$ cat src/rtl/wb_merge.sv
// Register-file writeback merge of the main pipeline and a divider, with a 2-entry divider result FIFO.
// Optional macro WB_MERGE_FWD_EN adds a combinational forwarding lookup into the buffered results.
module wb_merge (
  input  logic        clk,
  input  logic        rst,
  input  logic        pipe_en,
  input  logic [4:0]  pipe_addr,
  input  logic [31:0] pipe_result,
  input  logic        div_en_in,
  input  logic [4:0]  div_addr_in,
  input  logic [31:0] div_result,
  output logic        wb_en,
  output logic [4:0]  wb_addr,
  output logic [31:0] wb_data,
  output logic        buf_full,
  output logic [1:0]  buf_count
`ifdef WB_MERGE_FWD_EN
  ,
  input  logic [4:0]  fwd_addr,
  output logic        fwd_hit,
  output logic [31:0] fwd_data
`endif
);

  logic [4:0]  addr_q [2];
  logic [4:0]  addr_d [2];
  logic [31:0] data_q [2];
  logic [31:0] data_d [2];
  logic [1:0]  vld_q, vld_d;
  logic        rd_ptr_q, rd_ptr_d;
  logic [1:0]  count_q, count_d, cnt_mid;
  logic        ovf_q, ovf_d;
  logic        wb_en_q, wb_en_d;
  logic [4:0]  wb_addr_q, wb_addr_d;
  logic [31:0] wb_data_q, wb_data_d;

  logic pipe_v, div_v, deq, direct, div_shadow, want_enq, enq, ovf_set, wr_idx;

  // Writes to r0 are discarded outright, so they never claim the write port.
  assign pipe_v     = pipe_en && (pipe_addr != 5'd0);
  assign div_v      = div_en_in && (div_addr_in != 5'd0);
  assign deq        = !pipe_v && (count_q != 2'd0);
  assign direct     = !pipe_v && (count_q == 2'd0) && div_v;
  assign div_shadow = pipe_v && (div_addr_in == pipe_addr);
  assign cnt_mid    = count_q - {1'b0, deq};
  assign want_enq   = div_v && !direct && !div_shadow;
  assign enq        = want_enq && (cnt_mid != 2'd2);
  assign ovf_set    = want_enq && (cnt_mid == 2'd2);
  assign rd_ptr_d   = rd_ptr_q ^ deq;
  assign wr_idx     = rd_ptr_d ^ cnt_mid[0];
  assign count_d    = cnt_mid + {1'b0, enq};
  assign ovf_d      = ovf_q || ovf_set;

  always_comb begin
    vld_d     = vld_q;
    addr_d    = addr_q;
    data_d    = data_q;
    wb_en_d   = 1'b0;
    wb_addr_d = wb_addr_q;
    wb_data_d = wb_data_q;
    // The pipeline result is younger than anything buffered for the same register.
    for (int i = 0; i < 2; i++) begin
      if (pipe_v && (addr_q[i] == pipe_addr)) vld_d[i] = 1'b0;
    end
    if (pipe_v) begin
      wb_en_d   = 1'b1;
      wb_addr_d = pipe_addr;
      wb_data_d = pipe_result;
    end else if (deq) begin
      vld_d[rd_ptr_q] = 1'b0;
      if (vld_q[rd_ptr_q]) begin
        wb_en_d   = 1'b1;
        wb_addr_d = addr_q[rd_ptr_q];
        wb_data_d = data_q[rd_ptr_q];
      end
    end else if (direct) begin
      wb_en_d   = 1'b1;
      wb_addr_d = div_addr_in;
      wb_data_d = div_result;
    end
    if (enq) begin
      vld_d[wr_idx]  = 1'b1;
      addr_d[wr_idx] = div_addr_in;
      data_d[wr_idx] = div_result;
    end
  end

  always_ff @(posedge clk) begin
    if (rst) begin
      vld_q     <= 2'b00;
      rd_ptr_q  <= 1'b0;
      count_q   <= 2'd0;
      ovf_q     <= 1'b0;
      wb_en_q   <= 1'b0;
      wb_addr_q <= 5'd0;
      wb_data_q <= 32'd0;
    end else begin
      assert (!ovf_set);
      vld_q     <= vld_d;
      addr_q    <= addr_d;
      data_q    <= data_d;
      rd_ptr_q  <= rd_ptr_d;
      count_q   <= count_d;
      ovf_q     <= ovf_d;
      wb_en_q   <= wb_en_d;
      wb_addr_q <= wb_addr_d;
      wb_data_q <= wb_data_d;
    end
  end

  assign wb_en     = wb_en_q;
  assign wb_addr   = wb_addr_q;
  assign wb_data   = wb_data_q;
  assign buf_count = count_q;
  assign buf_full  = (count_q == 2'd2);

`ifdef WB_MERGE_FWD_EN
  logic yng, old;
  assign yng = rd_ptr_q ^ 1'b1;
  assign old = rd_ptr_q;

  // Valid bits are cleared on dequeue, so a set bit always marks an occupied slot.
  always_comb begin
    fwd_hit  = 1'b0;
    fwd_data = 32'd0;
    if (fwd_addr != 5'd0) begin
      if (vld_q[yng] && (addr_q[yng] == fwd_addr)) begin
        fwd_hit  = 1'b1;
        fwd_data = data_q[yng];
      end else if (vld_q[old] && (addr_q[old] == fwd_addr)) begin
        fwd_hit  = 1'b1;
        fwd_data = data_q[old];
      end
    end
  end
`endif

endmodule

$ cat config.mk
export PLATFORM = sky130hd
export DESIGN_NAME = wb_merge
export DESIGN_NICKNAME = d
export VERILOG_FILES = /design/src/rtl/wb_merge.sv
export SDC_FILE = /design/constraint.sdc
export NUM_CORES = 1
export LEC_CHECK = 0
export ABC_AREA = 1
export CORE_MARGIN = 1
export CORE_UTILIZATION = 44
export DETAILED_ROUTE_END_ITERATION = 7
export DONT_BUFFER_PORTS = 1
export HOLD_SLACK_MARGIN = 0.08
export MAX_ROUTING_LAYER = met4
export PLACE_DENSITY = 0.57
export SYNTH_ARGS = -nofsm -noshare
export SYNTH_HDL_FRONTEND = slang
export SYNTH_SLANG_ARGS = --single-unit
$ cat constraint.sdc
create_clock -name clk -period 2.9 [get_ports clk]
set_input_delay 0.435 -clock clk [delete_from_list [all_inputs] [get_ports clk]]
set_output_delay 0.435 -clock clk [all_outputs]
set_load 0.005 [all_outputs]
## Word level (Yosys, flattened, before mapping)

Cells that the tools add are included.

- Register bits after elaboration: 117
- Input bits: 78
- Word-level logic and storage cells: 92

- Equal/unequal tests: 6
- Magnitude comparators: 7
- Multiplexer cells: 35
- $add $sub $neg: 2
- Bitwise gates (word level): 8
- Reductions and logical operators: 24

Operator list:

| operator | number |
|---|---|
| two-way mux 32 bit | 8 |
| bitwise mux 64 bit | 1 |
| two-way mux 5 bit | 8 |
| demux 32 bit (select 1 bit) | 1 |
| equality test 5 bit | 3 |
| logical AND 1 bit | 14 |
| bitwise mux 10 bit | 1 |
| two-way mux 1 bit | 10 |
| nonzero test 5 bit | 2 |
| two-way mux 2 bit | 3 |
| demux 5 bit (select 1 bit) | 1 |
| greater-or-equal comparator 2 bit, second input constant | 2 |
| < comparator 1 x 2 -> 1 bit, second input constant | 2 |
| inverter 1 -> 2 bit | 2 |
| AND reduction 2 bit | 2 |
| logical NOT 1 bit | 3 |
| inequality test 3 x 2 -> 1 bit, second input constant | 1 |
| nonzero test 3 bit | 1 |
| adder 2 x 1 -> 2 bit | 1 |
| AND 2 bit | 1 |
| demux 1 bit (select 1 bit) | 2 |
| equality test 2 bit, second input constant | 1 |
| greater-or-equal comparator 1 bit, second input constant | 2 |
| logical NOT 2 bit | 1 |
| other kinds (8) | 9 |

## Longest topological paths before layout

- Depth in word-level cells: 12
- Gate-level depth with buffers: 17
- Gate-level depth less buffers: 14

## Worst setup path before layout

Ideal clock, no wire load.

- Kind: input to register
- From: input pipe_addr[4]
- To: register addr_q[5] (netlist bit) (enable)
- Stages on the path: 15
- Data arrival time: 2585 ps
- Path buffers: 3
- Setup slack: -77 ps
- Path through: clkbuf_2 -> inv_1 -> nand3_2 -> nand2_4 -> nand2_2 -> buf_6 -> buf_6 -> inv_2 -> ha_1 -> xor2_1 -> nand2_1 -> nand3_1 -> nor2_1 -> nand4_1 -> inv_1

- Cells in the longest elaborated chain, start to end: 10

Ends and longest elaborated chain:

| element | RTL line | text |
|---|---|---|
| start, declared | 7 | `input logic [4:0] pipe_addr,` |
| parallel branches: the longest is 8 deep, another holds subtractor 2 x 1 -> 2 bit | n/a |  |
| logical AND 1 bit * | 47 | `assign enq = want_enq && (cnt_mid != 2'd2);` |
| AND reduction 2 bit (no source line) * | n/a |  |
| end signal, assigned | 100 | `addr_q <= addr_d;` |
| end, declared | 25 | `logic [4:0] addr_q [2];` |

Every way passes the cells marked *.
A chain may end at the register's enable or synchronous reset.

## Final worst setup path

- From: register count_q[1], in the netlist buf_count[1]
- To: register data_q[45] (netlist bit) (enable)

- Cells in the longest elaborated chain, start to end: 8

Ends and longest elaborated chain:

| element | RTL line | text |
|---|---|---|
| start, declared | 31 | `logic [1:0] count_q, count_d, cnt_mid;` |
| start signal, assigned | 103 | `count_q <= count_d;` |
| parallel branches: the longest is 6 deep, another holds subtractor 2 x 1 -> 2 bit | n/a |  |
| logical AND 1 bit * | 47 |  |
| AND reduction 2 bit (no source line) * | n/a |  |
| end signal, assigned | 101 | `data_q <= data_d;` |
| end, declared | 27 | `logic [31:0] data_q [2];` |

Marked as above.

==> results_tabular.tex <==
\begin{tabular}{lr}
\hline
Metric & Value \\
\hline
\multicolumn{2}{l}{\textbf{Status}} \\
\quad Status & completed \\
\multicolumn{2}{l}{\textbf{Die}} \\
\quad Initial core utilization & 45.6\% \\
\quad Floorplan Core Area & 12,800 sq um \\
\quad Num ports & 119 \\
\quad Die Wd & 117 um \\
\quad Total Die Area & 13,700 sq um \\
\quad \# rows & 41 \\
\quad Floorplan die height & 117 um \\
\multicolumn{2}{l}{\textbf{Worst setup path}} \\
\quad Worst-path fanout max & 32 \\
\quad Nature of the critical path startpoint & flop \\
\quad Register-to-register setup slack & 0.53 ns \\
\quad Required time reported for the critical path endpoint & 3.00 ns \\
\quad Family with the most delay on the worst path & simple AND/OR/NAND/NOR gates \\
\quad Cells along the critical path & nor2\_1 -> inv\_2 -> nand2\_2 -> inv\_2 -> ha\_1 -> xor2\_1 -> nand2\_1 -> nand3\_1 -> nor2\_1 -> nand4\_1 -> clkinvlp\_4 -> buf\_12 \\
\quad Worst R2R Path Depth & 12 \\
\quad Kind of capture point of the worst setup path & flop \\
\quad Stage delay of the slowest cell on the critical path & 0.35 ns \\
\quad Cell with the biggest individual delay on the critical path & sky130\_fd\_sc\_hd\_\_dfxtp\_1 \\
\quad Worst setup path category & reg2reg \\
\quad Crit path buffers/inverters & 4 \\
\quad Crit Reg-Reg Startpoint & buf\_count[1]\$\_SDFF\_PP0\_ \\
\quad Critical Path AT & 2.47 ns \\
\quad Worst reg2reg path endpoint & data\_q[45]\$\_DFFE\_PP\_ \\
\multicolumn{2}{l}{\textbf{Synthesis}} \\
\quad Synth Net Count & 803 \\
\quad Cell taking the most area after synthesis & sky130\_fd\_sc\_hd\_\_edfxtp\_1 \\
\quad Primary FF master, synth & sky130\_fd\_sc\_hd\_\_edfxtp\_1 \\
\quad Synthesis-stage register bit count & 117 \\
\quad Mean instance size in the synthesized netlist & 8.05 sq um \\
\quad Largest cells by area after synthesis & sky130\_fd\_sc\_hd\_\_edfxtp\_1 (38\%), sky130\_fd\_sc\_hd\_\_nand2\_1 (20\%), sky130\_fd\_sc\_hd\_\_dfxtp\_1 (15\%) \\
\quad Warnings, synthesis & 0 \\
\quad Number of enable flip-flop cells after synthesis & 74 \\
\quad Number of instances in the synthesized netlist & 723 \\
\quad Seq/Total Area, Yosys & 52.9\% \\
\quad Ys async rst share & 0\% \\
\quad Top-area cell type share of the netlist area & 38.2\% \\
\quad Unique masters post-synth & 24 \\
\quad Mapped cell area & 5820 sq um \\
\multicolumn{2}{l}{\textbf{Timing}} \\
\quad Final critical-path share of the clock period & 81.8\% \\
\quad Max Freq & 0.421 GHz \\
\quad Tightest slew margin relative to the limit & 45.9\% \\
\quad Clock Skews & 0.00818 ns \\
\quad Final Hold Violating Endpoints & 0 \\
\quad Min Clock Period, post-route & 2.37 ns \\
\quad Count of pins over their slew limit & 0 \\
\quad Setup tns final & 0 ns \\
\quad Setup-violating endpoint count in the final report & 0 \\
\quad Slew at the pin with the worst max-slew slack & 0.811 ns \\
\quad RSZ-0062 raised after global routing & no \\
\multicolumn{2}{l}{\textbf{Min path}} \\
\quad Worst min path class & in2reg \\
\quad Endpoint of the worst hold path & buf\_count[0]\$\_SDFF\_PP0\_ \\
\quad Hold path cells & 1 \\
\quad Worst Hold Launch & rst \\
\multicolumn{2}{l}{\textbf{Drt}} \\
\quad Number of detailed-routing iterations run before antenna repair & 4 \\
\quad Avg Vias per Cell & 4.86 \\
\quad Vias & 4,351 \\
\quad Number of remaining DRC errors & 0 \\
\quad Routed length per instance & 14.9 um \\
\quad Count of antenna-violating nets left after detailed routing & 0 \\
\quad Aggregate routed wire length & 13,400 um \\
\quad DRC marker count from the first detailed-route iteration & 207 \\
\multicolumn{2}{l}{\textbf{Cells and area}} \\
\quad Post-layout nets & 790 \\
\quad Synthesis-to-layout area growth & 9.76\% \\
\quad Utilization of the core after routing & 50.0\% \\
\quad Antenna fix cells & 0 \\
\quad Fraction of layout instances using a drive strength above 1 & 8.02\% \\
\multicolumn{2}{l}{\textbf{Clock network}} \\
\quad Gates resized, CTS repair & 0 \\
\quad CTS Buffer Depth & 2 \\
\quad Inserted Clock Buffers & 17 \\
\quad Clock root buffer & sky130\_fd\_sc\_hd\_\_clkbuf\_16 \\
\quad Clock tree from TritonCTS & built \\
\quad Total number of clock tree sinks & 117 \\
\quad Clock-pin slew on the worst setup and hold paths & 0.05 ns \\
\quad \# H-tree levels & 4 \\
\quad Clock latency reported for the late side of the worst-skew pair & 0.41 ns \\
\multicolumn{2}{l}{\textbf{Power}} \\
\quad P\_sw & 2.01 mW \\
\quad Maximum resistive drop on vdd & 0.765 mV \\
\quad Switching share of power & 34.8\% \\
\quad Leak pwr & 3.01 nW \\
\quad Part of the total power dissipated in combinational logic & 28.9\% \\
\quad Part of the total power dissipated in sequential elements & 39.6\% \\
\quad Power Density & 906 nW/um\^{}2 \\
\quad Share of total power in the clock network & 31.5\% \\
\quad Internal power of the cells & 3.78 mW \\
\multicolumn{2}{l}{\textbf{Global route}} \\
\quad Total Routing Usage GR & 21.4\% \\
\quad Number of global-route vias before repair & 4,274 \\
\quad Leftover overflow at the end of global routing & 0 \\
\quad Number of antenna violations at the first check in global routing & 0 \\
\quad Largest net degree at the start of global routing & 77 \\
\quad First-pass GRT wire length & 21,000 um \\
\multicolumn{2}{l}{\textbf{Placement}} \\
\quad Placer Congestion & 0.840 \\
\quad Detail Placement HPWL & 8550 um \\
\quad PortBufs & 0 \\
\multicolumn{2}{l}{\textbf{Flow run}} \\
\quad Max-cap check violation count & 0 \\
\hline
\end{tabular}
[kinds of logic (layout without fill, tap and decap cells)]
| kind of cell | Yosys count | in the layout | synth area share (%) |
|---|---|---|---|
| compound gates | 41 | 41 | 3.52 |
| flops | 117 | 117 | 52.9 |
| buf+inv | 134 | 134 | 10.6 |
| xor+xnor | 17 | 17 | 2.56 |
| simple gates | 412 | 412 | 29.9 |
| fa+ha+maj | 2 | 2 | 0.430 |
[routing by layer]
metal	GRT usage, %	wire [um]	up-vias
met2	34.2	6460	90
met4	7.68	131	0
met1	24.2	5780	2012
li1	-	-	2239
met5	-	0	-
met3	8.50	992	10
[worst max-delay path by stage]
stage / startpoint / to / slack, ns / depth (start not counted)
6_report: buf_count[1]$_SDFF_PP0_ / data_q[45]$_DFFE_PP_ / 0.53 / 12
5_1_grt: buf_count[0]$_SDFF_PP0_ / data_q[42]$_DFFE_PP_ / 0.35 / 12
4_1_cts: buf_count[1]$_SDFF_PP0_ / data_q[34]$_DFFE_PP_ / 0.53 / 12
3_5_place_dp: pipe_addr[1] / wb_data[14]$_SDFFE_PP0P_ / 0.44 / 10
3_3_place_gp: pipe_addr[1] / wb_data[29]$_SDFFE_PP0P_ / 0.45 / 10
2_1_floorplan: pipe_addr[3] / addr_q[0]$_DFFE_PP_ / 0.10 / 15
[metrics by stage]
| stage | hold slack (ns) | instances | power (mW) | cell area, sq um | setup WS (ns) |
|---|---|---|---|---|---|
| final | 0.101 | 895 | 5.79 | 6390 | 0.527 |
| after CTS | 0.0815 | 895 | 5.87 | 6390 | 0.526 |
| after detailed placement | 0.484 | 862 | 4.02 | 5870 | 0.437 |
| after global routing | 0.0840 | 895 | 6.20 | 6390 | 0.353 |
| after floorplan | 0.454 | 723 | 3.69 | 5830 | 0.100 |
| after global placement | 0.485 | 862 | 3.99 | 5870 | 0.446 |
[sequential cells by signal, indices dropped and copies added, names as in the netlist]
signal / flops
wb_data: 32
vld_q: 2
wb_addr: 5
addr_q: 10
buf_count: 2
data_q: 64
rd_ptr_q: 1
wb_en: 1
[area by class of cell]
class                           count  area (sq um)
Tap cell                          172           215
Clock buffer                       26           489
Sequential cell                   117          3080
Clock inverter                      6          26.3
Inverter                           89           342
Multi-Input combinational cell    472          2120
Fill cell                        1238          6380
Timing Repair Buffer               13           113
[cell usage in the layout, fill, tap and decap left out]
master                          synthesis  final
sky130_fd_sc_hd__nand4_1                5      5
sky130_fd_sc_hd__dfxtp_1               43     42
sky130_fd_sc_hd__clkinv_1               0      3
sky130_fd_sc_hd__nor2_2                 2      2
sky130_fd_sc_hd__nand3_1               68     68
sky130_fd_sc_hd__clkbuf_8               0      3
sky130_fd_sc_hd__dlygate4sd3_1          0      1
sky130_fd_sc_hd__nand2_1              305    305
sky130_fd_sc_hd__nand2_2                2      2
sky130_fd_sc_hd__a21oi_1               40     40
sky130_fd_sc_hd__nand2_4                1      1
sky130_fd_sc_hd__dfxtp_2                0      1
sky130_fd_sc_hd__clkinvlp_4             0      2
sky130_fd_sc_hd__xnor2_1                8      8
sky130_fd_sc_hd__ha_1                   2      2
sky130_fd_sc_hd__inv_1                 86     84
sky130_fd_sc_hd__edfxtp_1              74     74
sky130_fd_sc_hd__nand3_2               12     12
sky130_fd_sc_hd__buf_12                 0      1
sky130_fd_sc_hd__clkbuf_16              0     17
sky130_fd_sc_hd__nand3b_1               1      1
sky130_fd_sc_hd__xor2_1                 9      9
sky130_fd_sc_hd__inv_2                  3      3
sky130_fd_sc_hd__nor2_1                15     15
sky130_fd_sc_hd__buf_4                  3     11
sky130_fd_sc_hd__o21ai_0                1      1
sky130_fd_sc_hd__and2_1                 1      1
sky130_fd_sc_hd__clkinv_2               0      3
sky130_fd_sc_hd__clkbuf_1               9      6
[cells in the mapped netlist, types with 2 or more instances]
| library cell | number |
|---|---|
| sky130_fd_sc_hd__xor2_1 | 9 |
| sky130_fd_sc_hd__buf_4 | 3 |
| sky130_fd_sc_hd__buf_2 | 22 |
| sky130_fd_sc_hd__nor2_1 | 15 |
| sky130_fd_sc_hd__nand2_2 | 2 |
| sky130_fd_sc_hd__clkbuf_1 | 9 |
| sky130_fd_sc_hd__nand3_1 | 68 |
| sky130_fd_sc_hd__inv_2 | 3 |
| sky130_fd_sc_hd__nand2_1 | 305 |
| sky130_fd_sc_hd__ha_1 | 2 |
| sky130_fd_sc_hd__inv_1 | 86 |
| sky130_fd_sc_hd__edfxtp_1 | 74 |
| sky130_fd_sc_hd__nand4_1 | 5 |
| sky130_fd_sc_hd__a21oi_1 | 40 |
| sky130_fd_sc_hd__nand3_2 | 12 |
| sky130_fd_sc_hd__dfxtp_1 | 43 |
| sky130_fd_sc_hd__buf_6 | 10 |
| sky130_fd_sc_hd__xnor2_1 | 8 |
| sky130_fd_sc_hd__nor2_2 | 2 |
[power by group through the flow]
stage | Combinational [mW] | Sequential [mW] | Clock (mW)
CTS | 1.70 | 2.30 | 1.86
global route | 1.94 | 2.33 | 1.93
detailed placement | 1.69 | 2.33 | 0
floorplan | 1.43 | 2.26 | 0
global placement | 1.67 | 2.32 | 0
finish | 1.67 | 2.29 | 1.82
[repair_timing]
action / 4_1_cts / 5_1_grt
buffers inserted: 0 / 0
setup endpoints to repair: 0 / 0
hold endpoints to repair: 1 / 0
hold buffers: 1 / 0
Note: power is estimated with default switching activity, not from simulation.
